==> config.mk <==
export PLATFORM = sky130hd
export DESIGN_NAME = rf_dump
export DESIGN_NICKNAME = d
export VERILOG_FILES = /design/src/rtl/rf_dump_pkg.sv /design/src/rtl/rf_dump.sv
export SDC_FILE = /design/constraint.sdc
export NUM_CORES = 1
export LEC_CHECK = 0
export ABC_AREA = 1
export CAP_MARGIN = 30
export CORE_MARGIN = 1.5
export CORE_UTILIZATION = 46
export DETAILED_ROUTE_END_ITERATION = 6
export HOLD_SLACK_MARGIN = 0.15
export PLACE_DENSITY = 0.87
export SYNTH_ARGS = -nofsm -noshare
export SYNTH_HDL_FRONTEND = slang
export SYNTH_SLANG_ARGS = --single-unit
==> constraint.sdc <==
create_clock -name clk -period 1.6 [get_ports clk]
set_clock_uncertainty 0.1 [all_clocks]
set_input_delay 0.16 -clock clk [delete_from_list [all_inputs] [get_ports clk]]
set_output_delay 0.16 -clock clk [all_outputs]
set_load 0.01 [all_outputs]
==> src/rtl/rf_dump_pkg.sv <==
// Shared types and constants for the register-file readback engine.
package rf_dump_pkg;

  typedef enum logic [2:0] {
    IDLE,
    HEADER,
    ADDR,
    DATA,
    DONE
  } state_t;

  localparam logic [7:0] HEADER_BYTE   = 8'hA5;
  localparam int         BYTES_PER_REG = 5;

endpackage

==> src/rtl/rf_dump.sv <==
// Streams 0xA5 then {addr, data[31:24..7:0]} for every register; header valid one cycle after start.
// Each byte holds on tx_data/tx_valid until taken; next byte follows with no bubble.
module rf_dump
  import rf_dump_pkg::*;
#(
  parameter int NUM_REGS = 32,
  parameter int ADDR_W   = 5,
  parameter int DATA_W   = 32
) (
  input  logic              clk,
  input  logic              reset_n,
  input  logic              start,
  output logic [ADDR_W-1:0] rd_addr,
  input  logic [DATA_W-1:0] rd_data,
  output logic [7:0]        tx_data,
  output logic              tx_valid,
  input  logic              tx_ready,
  output logic              busy,
  output logic              done
);

  localparam logic [ADDR_W-1:0] LAST_REG = ADDR_W'(NUM_REGS - 1);

  state_t            state, state_nxt;
  logic [ADDR_W-1:0] cnt, cnt_nxt;
  logic [1:0]        idx, idx_nxt;
  logic [DATA_W-1:0] snap, snap_nxt;
  logic              xfer;

  always_ff @(posedge clk or negedge reset_n) begin
    if (!reset_n) begin
      state <= IDLE;
      cnt   <= '0;
      idx   <= '0;
      snap  <= '0;
    end else begin
      state <= state_nxt;
      cnt   <= cnt_nxt;
      idx   <= idx_nxt;
      snap  <= snap_nxt;
    end
  end

  assign xfer = tx_valid & tx_ready;

  always_comb begin
    state_nxt = state;
    cnt_nxt   = cnt;
    idx_nxt   = idx;
    snap_nxt  = snap;
    case (state)
      IDLE: begin
        if (start) begin
          state_nxt = HEADER;
          cnt_nxt   = '0;
        end
      end
      HEADER: begin
        if (xfer) state_nxt = ADDR;
      end
      ADDR: begin
        // Snapshot keeps the four data bytes coherent against concurrent writes.
        if (xfer) begin
          snap_nxt  = rd_data;
          idx_nxt   = '0;
          state_nxt = DATA;
        end
      end
      DATA: begin
        if (xfer) begin
          if (idx == 2'd3) begin
            if (cnt == LAST_REG) begin
              state_nxt = DONE;
            end else begin
              cnt_nxt   = cnt + 1'b1;
              state_nxt = ADDR;
            end
          end else begin
            idx_nxt = idx + 1'b1;
          end
        end
      end
      DONE:    state_nxt = IDLE;
      default: state_nxt = IDLE;
    endcase
  end

  // Outputs decode registered state only; nothing combinational from tx_ready.
  always_comb begin
    tx_data  = 8'h00;
    tx_valid = 1'b0;
    busy     = (state != IDLE);
    done     = (state == DONE);
    rd_addr  = cnt;
    case (state)
      HEADER: begin
        tx_valid = 1'b1;
        tx_data  = HEADER_BYTE;
      end
      ADDR: begin
        tx_valid = 1'b1;
        tx_data  = 8'(cnt);
      end
      DATA: begin
        tx_valid = 1'b1;
        case (idx)
          2'd0:    tx_data = snap[31:24];
          2'd1:    tx_data = snap[23:16];
          2'd2:    tx_data = snap[15:8];
          default: tx_data = snap[7:0];
        endcase
      end
      default: ;
    endcase
  end

endmodule

==> impl_metrics.py <==
metrics = {
    "run_status": {
        "status": "finished, violations left",
        "violations": "negative setup slack",
    },
    "floorplan": {
        "ios": 52,
        "die_w_um": 74.4,
        "die_area_um2": 5530,
        "coreArea_um2": 4820,
        "start_util": 0.486,
        "rows": 25,
        "die_h_um": 74.4,
    },
    "timing": {
        "finalSetupViolCount": 46,
        "drv_slew": 0,
        "fin_crit_sh": 1.20,
        "hold_violations": 0,
        "post-route-min-period_ns": 1.93,
        "relSlewSlack": 0.791,
        "fmax_ghz": 0.519,
        "grt_setup_unrepaired": "yes",
        "worst_pin_slew_ns": 0.311,
        "setup_slack_ns": -0.328,
    },
    "clock_tree": {
        "clkSinkCount": 42,
        "htree_levels": 2,
        "clk_latency_ns": 0.31,
        "clk_pin_slew_ns": 0.08,
        "root_buffer": "clkbuf_8",
        "cts_tree": "built",
        "clock_path_buffers": 2,
        "numCtsBuffers": 5,
    },
    "finish": {
        "drive_above_1_share": 0.362,
        "multi_input_area_um2": 1300,
        "area_delta_synth_final_pct": 53.1,
        "seq_area_um2": 1060,
        "utilization": 0.745,
        "final_common_cell": "nand2_1",
        "nNetsFinal": 436,
        "fill_cells": 316,
        "stdcell_area_um2": 3590,
        "mostFrequentLayoutCells": "120 x nand2_1, 37 x nand3_1, 37 x dfrtp_1, 37 x clkdlybuf4s50_1, 36 x buf_4",
        "n_antenna_cell": 0,
    },
    "grt": {
        "grt_pass1_wl_um": 10800,
        "grt_pass1_vias": 2437,
        "gr-total-overflow": 0,
        "grt_usage": 0.257,
        "grt_max_degree": 43,
        "antenna_found_initial": 0,
    },
    "place": {
        "pre_cts_slack_ns": -0.367,
        "dp_hpwl_um": 4150,
        "portBuffers": 51,
        "place_area_um2": 3010,
        "routabilityCongestion": 0.876,
    },
    "critical_path": {
        "timing.rr.start": "rd_addr[0]",
        "end_kind": "output pin",
        "path_max_fanout": 8,
        "rrSetupSlack_ns": -0.19,
        "worstRegToRegCells": 10,
        "critPathRequiredTime_ns": 1.34,
        "cp.arrival_ns": 1.67,
        "critPathKind": "flop to output pin",
        "crit_path_start_kind": "flop",
        "reg2reg_to": "rd_addr[4]",
    },
    "power": {
        "powerDensity_nw_per_um2": 1720,
        "max-vdd-ir-drop_mv": 0.886,
        "fin_total_pwr_uw": 6180,
        "leakagePower_uw": 0.00178,
    },
    "routing": {
        "vias_per_cell": 5.49,
        "post-route-drc-count": 0,
        "drtAntennaViolNets": 0,
        "via_count": 2537,
        "first_pass_iters": 5,
        "wl_um": 7700,
        "drt_iter0_drc": 148,
        "routedWlPerCell_um": 16.7,
    },
    "synthesis": {
        "ys.warnings.count": 0,
        "synth.distinct_cells": 24,
        "synthesis.area_um2": 2340,
        "synth_seq_cells": 42,
        "syn-num-nets": 341,
        "avgSynthCellArea_um2": 7.84,
        "syn_inst": 299,
        "yosysSeqAreaShare": 0.448,
    },
    "min_path": {
        "hp-class": "input port to asynchronous set/reset pin",
    },
    "run": {
        "drv_cap": 0,
    },
}
-- synthesized netlist by cell type --
library cell	number	area share
nand2_1	137	0.22
nand3_1	46	0.098
dfrtp_1	42	0.45
inv_1	10	0.016
nand3_2	10	0.043
nor2_1	9	0.014
ha_1	6	0.032
buf_4	5	0.016
nand2_2	5	0.013
buf_2	3	0.0064
clkbuf_1	3	0.0048
nand4_1	3	0.0080
nor2_4	3	0.014
nor3_1	3	0.0064
buf_6	2	0.0096
buf_8	2	0.013
inv_2	2	0.0032
nand3b_1	2	0.0064
buf_12	1	0.0085
clkinv_1	1	0.0016
nand2_4	1	0.0048
o21ai_0	1	0.0021
o21ai_4	1	0.0069
o31ai_1	1	0.0032
-- cell families (layout without fill, tap and decap cells) --
kind of cell               after synthesis  after routing  share of synthesized area
and+or+nand+nor                        219            219                      0.428
DFF                                     42             42                      0.448
buffers and inverters                   29            125                     0.0790
adders and majority gates                6              6                     0.0320
AOI/OAI and AO/OA                        3              3                     0.0123
-- through the flow --
step / instances / hold WS (ns) / TNS (ns)
finish: 462 / 0.260 / -7.02
global route: 462 / 0.295 / -9.45
CTS: 454 / 0.274 / -1.66
detailed placement: 425 / 0.0540 / -2.99
global placement: 425 / 0.0500 / -2.61
floorplan: 299 / -0.236 / 0
-- power breakdown --
part           total, µW  leakage [µW]  switching [µW]  internal (µW)
combinational       3430       0.00121            1900           1530
clock                880     0.0000504             416            465
sequential          1870      0.000527             362           1510
-- registers in the layout (all words and copies together) (netlist names) --
| signal | count |
|---|---|
| idx | 2 |
| snap | 32 |
| state | 3 |
| rd_addr | 5 |
-- timing repair --
action,CTS,global route
setup endpoints to repair,18,52
buffers inserted,21,7
endpoints found under the hold margin,42,0
pin swaps,22,10
resized for setup,75,39
gates cloned,0,3
hold buffers,1,0
-- worst max-delay path, cell delays in order, from the launching register on --
cell and delay (ns):
dfrtp_2 0.45, buf_6 0.13, inv_4 0.07, ha_4 0.20, nand2_1 0.11, nand3_2 0.11
nand2_1 0.06, nand4_1 0.07, buf_2 0.16
-- layout make-up --
class                      count  share of cell area
clock buffer                   5              0.0192
clock inverter                 3              0.0126
inverter                      13              0.0171
multi-input combinational    228               0.363
sequential                    42               0.295
tap                           67              0.0234
timing repair buffer         103               0.268
timing repair inverter         1             0.00209
-- metal layers --
layer	share of wire	routed length (µm)	global-route usage
met1	0.37	2850	0.295
met2	0.51	3960	0.456
met3	0.067	514	0.0488
met4	0.050	384	0.129
met5	0	0	0
-- worst max path at each step --
stage	start	endpoint	slack, ns	cells after the start
2_1_floorplan	rd_addr[0]	rd_addr[3]	0.001	10
3_3_place_gp	idx[0]	tx_data[2]	-0.34	7
3_5_place_dp	idx[0]	tx_data[4]	-0.37	7
4_1_cts	idx[0]	tx_data[2]	-0.19	8
5_1_grt	idx[0]	tx_data[2]	-0.37	8
6_report	idx[0]	tx_data[2]	-0.33	8
Power figures use the tool's default switching activity.
